--- config.mk ---
export PLATFORM = sky130hd
export DESIGN_NAME = dec_to_bcd_key_encoder
export DESIGN_NICKNAME = d
export VERILOG_FILES = /design/src/rtl/dec_to_bcd_key_encoder.sv
export SDC_FILE = /design/constraint.sdc
export NUM_CORES = 1
export LEC_CHECK = 0
export BUFFER_PORTS_ARGS = -buffer_cell sky130_fd_sc_hd__buf_2
export CAP_MARGIN = 10
export CELL_PAD_IN_SITES_DETAIL_PLACEMENT = 1
export CELL_PAD_IN_SITES_GLOBAL_PLACEMENT = 1
export CORE_AREA = 5 5 69 71
export DETAILED_ROUTE_END_ITERATION = 12
export DIE_AREA = 0 0 74 76
export GPL_TIMING_DRIVEN = 0
export PLACE_DENSITY = 0.87
export SLEW_MARGIN = 20
export SYNTH_ARGS = -nofsm -noshare
export SYNTH_HDL_FRONTEND = slang
export SYNTH_SLANG_ARGS = --single-unit
--- constraint.sdc ---
create_clock -name CLK -period 4.5 [get_ports CLK]
set_input_delay 0.9 -clock CLK [delete_from_list [all_inputs] [get_ports CLK]]
set_output_delay 0.9 -clock CLK [all_outputs]
set_load 0.05 [all_outputs]
--- src/rtl/dec_to_bcd_key_encoder.sv ---
// Decimal key-line to 8421 BCD encoder: two-flop sync, priority encode,
// press/release debounce and a valid/ready output register with overrun flag.
module dec_to_bcd_key_encoder #(
  parameter int DEBOUNCE_CYCLES = 4,
  parameter int CNT_W           = 8
) (
  input  logic       CLK,
  input  logic       RST,
  input  logic [9:0] I,
  input  logic       READY,
  input  logic       CLR_OVR,
  output logic       A,
  output logic       B,
  output logic       C,
  output logic       D,
  output logic       VALID,
  output logic       OVERRUN,
  output logic       BUSY
);

  typedef enum logic [1:0] {
    IDLE = 2'd0,
    DEB  = 2'd1,
    HELD = 2'd2
  } state_t;

  localparam logic [CNT_W-1:0] LAST = CNT_W'(DEBOUNCE_CYCLES - 1);
  localparam logic [CNT_W-1:0] ONE  = CNT_W'(1);

  logic [9:0]       s1;
  logic [9:0]       s;
  state_t           state;
  logic [CNT_W-1:0] cnt;
  logic [3:0]       cand;
  logic [3:0]       code;
  logic             any;
  logic [3:0]       enc;
  logic             capture;
  logic             take;

  assign any = |s;

  // Ascending scan so the highest set line is the last one written.
  always_comb begin
    enc = 4'd0;
    for (int i = 0; i < 10; i++) begin
      if (s[i]) enc = 4'(i);
    end
  end

  assign capture = (state == DEB) && any && (enc == cand) && (cnt == LAST);
  assign take    = !VALID || READY;

  always_ff @(posedge CLK) begin
    if (RST) begin
      s1      <= '0;
      s       <= '0;
      state   <= IDLE;
      cnt     <= '0;
      cand    <= '0;
      code    <= '0;
      VALID   <= 1'b0;
      OVERRUN <= 1'b0;
      BUSY    <= 1'b0;
    end else begin
      s1 <= I;
      s  <= s1;

      unique case (state)
        IDLE: begin
          if (any) begin
            cand  <= enc;
            cnt   <= ONE;
            state <= DEB;
            BUSY  <= 1'b1;
          end
        end
        DEB: begin
          if (!any || enc != cand) begin
            state <= IDLE;
            BUSY  <= 1'b0;
          end else if (cnt == LAST) begin
            cnt   <= '0;
            state <= HELD;
          end else begin
            cnt <= cnt + ONE;
          end
        end
        HELD: begin
          if (any) begin
            cnt <= '0;
          end else if (cnt == LAST) begin
            state <= IDLE;
            BUSY  <= 1'b0;
          end else begin
            cnt <= cnt + ONE;
          end
        end
        default: begin
          state <= IDLE;
          BUSY  <= 1'b0;
        end
      endcase

      if (capture && take) begin
        code  <= cand;
        VALID <= 1'b1;
      end else if (VALID && READY) begin
        VALID <= 1'b0;
      end

      // A dropped code must stay visible even if software clears now.
      if (capture && !take) begin
        OVERRUN <= 1'b1;
      end else if (CLR_OVR) begin
        OVERRUN <= 1'b0;
      end
    end
  end

  assign A = code[0];
  assign B = code[1];
  assign C = code[2];
  assign D = code[3];

endmodule

Yosys cells after proc, flatten, opt, wreduce, memory -nomap -nowiden --
Index checks and enable logic that the tools add are counted. W data, S select, Z words.
Operators by class: $add $sub $neg 1, equal/unequal tests 12, multiplexer cells 30, reductions and logical operators 20
Operators by type and width (count):
- $mux W8 | 5
- $mux W4 | 8
- $pmux W8 S3 | 1
- $reduce_and A4 Y1 | 3
- $mux W2 | 5
- $reduce_or A10 Y1 | 1
- $mux W1 | 9
- $add A8 B1 Y8 const B | 1
- $eq A8 B2 Y1 const B | 1
- $ne A2 B2 Y1 const B | 4
- $logic_and A1 B1 Y1 | 6
- $pmux W2 S3 | 1
- $eq A4 B4 Y1 | 1
- $ne A4 B4 Y1 | 1
- $reduce_bool A2 Y1 | 2
- $logic_not A1 Y1 | 3
- $ne A3 B1 Y1 const B | 1
- $ne A3 B3 Y1 const B | 1
- $pmux W1 S3 | 1
- $reduce_bool A3 Y1 | 1
- $eq A2 B1 Y1 const B | 1
- $eq A2 B2 Y1 const B | 1
- $logic_not A2 Y1 | 1
- $logic_or A1 B1 Y1 | 2
- 2 further kinds | 2
Word-level totals: register bits 41, output and inout port bits 7, word-level logic and storage cells 72

Depth between registers and ports, before layout --
Gate-level depths: netlist of the first run.
word-level depth 14, gate-level depth with buffers 9, gate-level depth less buffers 8

Least setup slack after synthesis of the first run --
No wires, ideal clock.
path kind register to register, start point reg s[5], end point reg cnt[3], arrival time 2112 ps, data required time 4380 ps, slack 2268 ps, cell stages (with the launch flop) 8, buffers on the path 0, cell sequence dfxtp_1 or4_4 nand4b_1 a32oi_1 o311ai_1 o21ai_2 a21oi_1 a211o_1
On the way: longest elaborated chain between the ends 9, elaborated cells between the ends (all ways) 15
Ends and longest elaborated chain:
- start: declaration | line 31 | logic [9:0] s;
- start signal: assignment | line 57 | s <= '0;
- start signal: assignment | line 67 | s <= s1;
- $mux W4 (5 in series) | line 47 | if (s[i]) enc = 4'(i);
- $ne A4 B4 Y1 | line 79 | if (!any || enc != cand) begin
- $logic_or A1 B1 Y1 | line 79
- $ne A2 B2 Y1 (no line)
- $reduce_and A4 Y1 (no line)
- end signal: assignment | line 86 | cnt <= cnt + ONE;
- end signal: assignment | line 96 | cnt <= cnt + ONE;
- end: declaration | line 33 | logic [CNT_W-1:0] cnt;
Parallel ways exist; a longest one is shown, timed or not. A chain may end at the register's enable or synchronous reset.

Worst setup path in the final report of the first run --
start point reg s[5], end point reg cnt[6]
Same word-level chain as after synthesis.

==> results by group, run 1 <==
Die
  • Total die area: about 5600 um2
  • Rows: 24
  • I/O Pins: 21
  • Starting Density: 0.433
  • Die span in y: 76 um
  • Die width: 74 um
  • Core area: between 4000 and 5000 um2

Synth
  • Yosys top cell by area: dfxtp_1
  • Seq/Total Area, Yosys: 0.454
  • Post-Synthesis Cells: ~190
  • Synthesized area per cell: 9.46 um2
  • Unique cell type count in the Yosys netlist: 47
  • Synth area leaders: dfxtp_1 45%, nor2b_1 6.9%, nor2_1 3.5%, ha_1 3.5%, nand2b_1 3.5%
  • Syn_nets: 210
  • EDFF count, synth: 0
  • Post-synth top flop: dfxtp_1
  • Mapped cell area: 1810 um2
  • Synth warn: 0
  • Number of synthesized register bits: 41
  • Post-synth ARST share: 0
  • Post-synth top area share: 0.454

Finish
  • Area growth from synthesis to layout: 15.5%
  • Multi-input gate area: 936 um2
  • Reg area: just over 800 um2
  • Diodes inserted: 0
  • Layout cells sized above 1: 0.178
  • Layout fillers: 502
  • Design Area, Final: around 2100 um2
  • Nets: 237

Placement
  • Final GP Congestion: approximately 0.83
  • Buffers on Ports: 20
  • Post-Place Cell Area: 1970 um2
  • Setup WS pre-CTS: about 1900 ps
  • Detailed Place HPWL: 2.82 mm

Worst setup path
  • Crit-path max FO: 6
  • Setup crit end kind: register
  • R2R setup slack: 1930 ps
  • CP required: 4690 ps
  • WS Path Type: register to register
  • Startpoint types: register
  • Worst Path Arrival: approximately 2800 ps

Route
  • Via count: 1491
  • DRC violations left: 0
  • Final WL: 3.73 mm
  • DR WL/cell: between 10 and 15 um
  • 1st-iter DRT viols: 45
  • Via-to-Cell Ratio: ~5.5
  • ANT nets after route: 0
  • Drt pass-1 iters: 4

Timing
  • Hold Vio Cnt, Final: 0
  • Normalized max-slew margin: 0.526
  • Post-route minimum period: 2570 ps
  • Endpoints failing setup: 0
  • Fmax: 389 MHz
  • Fin crit share: 0.572
  • Final Skew: 5.33 ps
  • Worst-Margin Slew: 700 ps
  • RSZ-0062 raised after global routing: false
  • Min Hold Slack: about 440 ps
  • Final TNS setup: 0 ps
  • Slew Viols, Final: 0
  • Post-route setup slack: 1930 ps

Status
  • Status: finished, final reports clean

Clock tree
  • CTS HTree Levels: 2
  • CTS tree: built
  • Root Driver: clkbuf_8
  • Clock Sink Count: 41
  • Post-CTS sizing: 0
  • CTS buffer count: 5
  • Worst-Skew Late Latency: 290 ps
  • Clock Path Buffers: 2
  • Post-CTS Setup Bufs: 0
  • Clk slew on worst S/H paths: 80 ps
  • Hold Buf Count CTS: 0

Global routing
  • Largest net degree at the start of global routing: 15
  • First-pass GRT wire length: 6.58 mm
  • Vias in the first global route: 1509
  • GRT Util Overall: 0.146
  • Initial antenna violation count: 0
  • GR Overflow Total: 0

Hold path
  • Hold WC Path Type: register to register

Pwr
  • Pwr dens: ~390 nW/um2
  • Leakage: ~0.00084 uW
  • Max VDD drop: 0.249 mV

Flow run
  • Max_cap viols: 0
==> cells in the mapped netlist, drive strengths merged (2+ instances only) <==
| master | instances |
|---|---|
| nor4b | 3 |
| o311ai | 2 |
| nor2 | 17 |
| nand3 | 6 |
| or4 | 2 |
| nor4 | 6 |
| mux2i | 6 |
| inv | 5 |
| nand2b | 10 |
| or2 | 2 |
| nand2 | 11 |
| nor2b | 20 |
| a22o | 2 |
| a21o | 3 |
| a21oi | 10 |
| nor3 | 7 |
| nand4b | 2 |
| clkbuf | 4 |
| buf | 2 |
| dfxtp | 41 |
| a211o | 4 |
| o21ai | 2 |
| a211oi | 3 |
| ha | 5 |
==> cells in the final DEF, fill, tap and decap left out, types with 2 or more instances in the layout <==
master	Yosys	final
dfxtp_1	41	41
buf_2	1	21
nor2b_1	20	20
nor2_1	17	17
nand2_1	11	11
a21oi_1	10	10
nand2b_1	10	10
nor3_1	6	6
nand3_1	6	6
mux2i_1	6	6
inv_1	5	5
nor4_1	5	5
ha_1	5	5
clkbuf_8	0	5
clkbuf_1	4	4
a211o_1	4	4
a21o_1	3	3
a211oi_1	3	3
nor4b_1	2	2
nand4b_1	2	2
a22o_1	2	2
or2_2	2	2
==> final timing paths <==
kind                    start                   to  cells after the start
max           s[5]$_SDFF_PP0_  cnt[6]$_SDFFE_PP0P_                      7
min          s1[2]$_SDFF_PP0_      s[2]$_SDFF_PP0_                      1
max reg2reg   s[5]$_SDFF_PP0_  cnt[6]$_SDFFE_PP0P_                      7
min reg2reg  s1[2]$_SDFF_PP0_      s[2]$_SDFF_PP0_                      1
==> state kept, by name, summed over array words and instances, names as in the netlist <==
signal	count
s1	10
s	10
cnt	8
cand	4
code	4
state	2
BUSY	1
OVERRUN	1
VALID	1
==> cell type report <==
class / instances / share of cell area
clock inverters: 3 / 0.0222
clock buffers: 5 / 0.0330
well taps: 52 / 0.0312
plain buffers: 6 / 0.0150
flip-flops and latches: 41 / 0.393
repair buffers: 20 / 0.0480
multi-input cells: 139 / 0.448
inverters: 5 / 0.00899
==> logic make-up (layout without fill, tap and decap cells) <==
| logic type | Yosys count | after routing | synth area share |
|---|---|---|---|
| flops | 41 | 41 | 0.454 |
| buf+inv | 11 | 39 | 0.0277 |
| fa+ha+maj | 5 | 5 | 0.0346 |
| compound gates | 36 | 36 | 0.149 |
| simple gates | 92 | 92 | 0.301 |
| mux | 6 | 6 | 0.0332 |
==> critical path, cell delays in order (launching register included) <==
cell      delay [ps]
dfxtp_1          350
or4_4            590
nand4b_1         200
a32oi_1          220
o311ai_1         230
o21ai_2          300
a21oi_1          230
a211o_1          350
==> stage by stage <==
step | utilization | total power [uW] | cells
after floorplan | - | 502 | 191
after global placement | 0.472 | 530 | 263
after detailed placement | 0.472 | 536 | 263
after CTS | 0.500 | 835 | 271
after global routing | 0.500 | 872 | 271
final | 0.500 | 824 | 271
==> report_power, final <==
group | switching [uW] | internal [uW] | leakage [uW] | total, uW
clock network | 131 | 166 | 0.0000543 | 297
logic | 77.3 | 52.3 | 0.000444 | 130
registers | 16.8 | 381 | 0.000336 | 398
total | 225 | 600 | 0.000835 | 824
==> metal layers <==
metal | up-vias | wire (um) | global-route usage
met1 | 721 | 1770 | 0.188
li1 | 736 | - | -
met3 | 5 | 194 | 0.0515
met5 | - | 0 | 0
met4 | 0 | 46 | 0.0507
met2 | 29 | 1720 | 0.223
Note: power is estimated with default switching activity, not from simulation.
==> inputs of run 2 (changes only) <==
- CORE_AREA: 5 5 69 71 -> 5 5 71 73
- DIE_AREA: 0 0 74 76 -> 0 0 76 78
- PLACE_DENSITY: 0.87 -> 0.83
- clock period: 4.5 -> 2.5 ns (I/O delays scaled with it)
==> results by group, run 2 (synthesized netlist as in run 1, its figures left out) <==
Timing
  • Fmax: 410 MHz (+5.5%)
  • Post-route setup slack: 59.9 ps (-1870 ps)
  • Final Skew: 8.61 ps (+3.28 ps)
  • Slew Viols, Final: 0 (unchanged)
  • Endpoints failing setup: 0 (unchanged)
  • Hold Vio Cnt, Final: 0 (unchanged)
  • Normalized max-slew margin: 0.698 (+0.172)
  • Fin crit share: 0.976 (+0.404)
  • Min Hold Slack: 402 ps (-37.2 ps)
  • Final TNS setup: 0 ps (unchanged)
  • Worst-Margin Slew: 453 ps (-247 ps)
  • Post-route minimum period: 2440 ps (-134 ps)

Finish
  • Multi-input gate area: 983 um2 (+5.1%)
  • Nets: 240 (+1.3%)
  • Design Area, Final: 2140 um2 (+2.6%)
  • Reg area: 823 um2 (+0.30%)
  • Diodes inserted: 0 (unchanged)
  • Largest registers: s1 x10, s x10, cnt x8
  • Area growth from synthesis to layout: 18.6%
  • Layout fillers: 515 (+2.6%)
  • Layout cells sized above 1: 0.225 (+0.0471)
  • Commonest non-fill, non-tap cells in the layout: 39 x dfxtp_1, 20 x nor2b_1, 20 x buf_2, 17 x nor2_1
  • Most common cell after layout, fill and taps aside: dfxtp_1

Pwr
  • P_int: 1010 uW (+68%)
  • Sw frac: 0.306 (+0.0337)
  • Clock power share: 0.319 (-0.041)
  • Leakage: 0.000855 uW (+2.4%)
  • Combinational share of power: 0.187 (+0.030)
  • Pwr dens: 678 nW/um2 (+72%)
  • P_sw: 445 uW (+98%)
  • Total Power: 1450 uW (+76%)
  • Seq pwr share: 0.494 (+0.011)
  • Max VDD drop: 0.472 mV (+90%)

Clock tree
  • Clock Path Buffers: 2 (unchanged)
  • CTS tree: built
  • Clock Sink Count: 41 (unchanged)
  • Hold Buf Count CTS: 0 (unchanged)
  • CTS HTree Levels: 2 (unchanged)
  • Root Driver: clkbuf_8
  • Clk slew on worst S/H paths: 90 ps (about the same)
  • Worst-Skew Late Latency: 300 ps (about the same)
  • CTS buffer count: 5 (unchanged)

Route
  • Via-to-Cell Ratio: 5.42 (-1.6%)
  • Drt pass-1 iters: 4 (unchanged)
  • ANT nets after route: 0 (unchanged)
  • Via count: 1484 (-0.47%)
  • 1st-iter DRT viols: 100 (+120%)
  • Final WL: 4.01 mm (+7.3%)
  • DRC violations left: 0 (unchanged)
  • DR WL/cell: 14.6 um (+6.2%)

Flow run
  • Max_cap viols: 0 (unchanged)

Die
  • Core area: 4290 um2 (+2.9%)
  • I/O Pins: 21 (unchanged)
  • Die span in y: 78 um (+2.6%)
  • Die width: 76 um (+2.7%)
  • Total die area: 5930 um2 (+5.4%)
  • Starting Density: 0.421 (-0.0121)
  • Rows: 24 (unchanged)

Placement
  • Post-Place Cell Area: 1970 um2 (unchanged)
  • Setup WS pre-CTS: -16.6 ps (-1940 ps)
  • Final GP Congestion: 0.822 (-0.54%)
  • Buffers on Ports: 20 (unchanged)
  • Detailed Place HPWL: 2.76 mm (-2.0%)

Status
  • Status: finished, final reports clean

Global routing
  • Initial antenna violation count: 0 (unchanged)
  • Largest net degree at the start of global routing: 17 (+2)
  • First-pass GRT wire length: 6.76 mm (+2.6%)
  • GRT Util Overall: 0.137 (-0.00846)
  • GR Overflow Total: 0 (unchanged)
  • Vias in the first global route: 1443 (-4.4%)

Worst setup path
  • CP required: 2680 ps (-2010 ps)
  • Setup crit end kind: register
  • Worst Path Arrival: 2620 ps (-140 ps)
  • Crit-path max FO: 5 (-1)
  • Worst r2r src: s[5]$_SDFF_PP0_
  • WS Path Type: register to register
  • CP Launch Point: s[5]$_SDFF_PP0_
  • Startpoint types: register

Hold path
  • Hold Startpoint: I[6]
  • Hold WC Path Type: input port to register
run 2: area by class of cell:
class                           count  share of cell area
Multi-Input combinational cell    139               0.459
Sequential cell                    41               0.384
Timing Repair Buffer               23              0.0572
Clock buffer                        5              0.0321
Tap cell                           52              0.0304
Buffer                              6              0.0158
Clock inverter                      3              0.0123
Inverter                            5             0.00876
run 2: power by group through the flow:
stage / Combinational [uW] / Clock (uW) / Sequential, uW
2_1_floorplan: 169 / 0 / 734
3_3_place_gp: 225 / 0 / 729
3_5_place_dp: 230 / 0 / 731
4_1_cts: 248 / 481 / 715
5_1_grt: 300 / 518 / 723
6_report: 272 / 464 / 717
run 2: path summary, 6_finish.rpt:
path	endpoint	slack, ps	cells past startpoint
max	cnt[1]$_SDFFE_PP0P_	60	8
min	s1[6]$_SDFF_PP0_	400	2
max reg2reg	cnt[1]$_SDFFE_PP0P_	60	8
min reg2reg	s[4]$_SDFF_PP0_	440	1
run 2: metal layers:
| metal | track usage | share of wire | vias to the layer above |
|---|---|---|---|
| li1 | - | - | 748 |
| met5 | 0 | 0 | - |
| met4 | 0.0463 | 0.017 | 0 |
| met1 | 0.167 | 0.45 | 705 |
| met2 | 0.225 | 0.49 | 25 |
| met3 | 0.0486 | 0.045 | 6 |
run 2: timing repair:
item | in CTS | in global routing
gates cloned | 0 | 0
pin swaps | 1 | 3
resized for setup | 0 | 12
setup endpoints to repair | 4 | 12
setup buffers | 2 | 1
run 2: worst max-delay path, cell delays in order (launching register included):
cell and delay, ps:
dfxtp_2 350, or4_4 580, nand4b_1 210, a32oi_2 260, o311ai_4 190, o21ai_2 230, buf_4 160, a21oi_1 90
a41o_1 250
run 2: through the flow:
| step | cells | util |
|---|---|---|
| after floorplan | 191 | - |
| after global placement | 263 | 0.459 |
| after detailed placement | 263 | 0.459 |
| after CTS | 273 | 0.485 |
| after global routing | 274 | 0.499 |
| final | 274 | 0.499 |
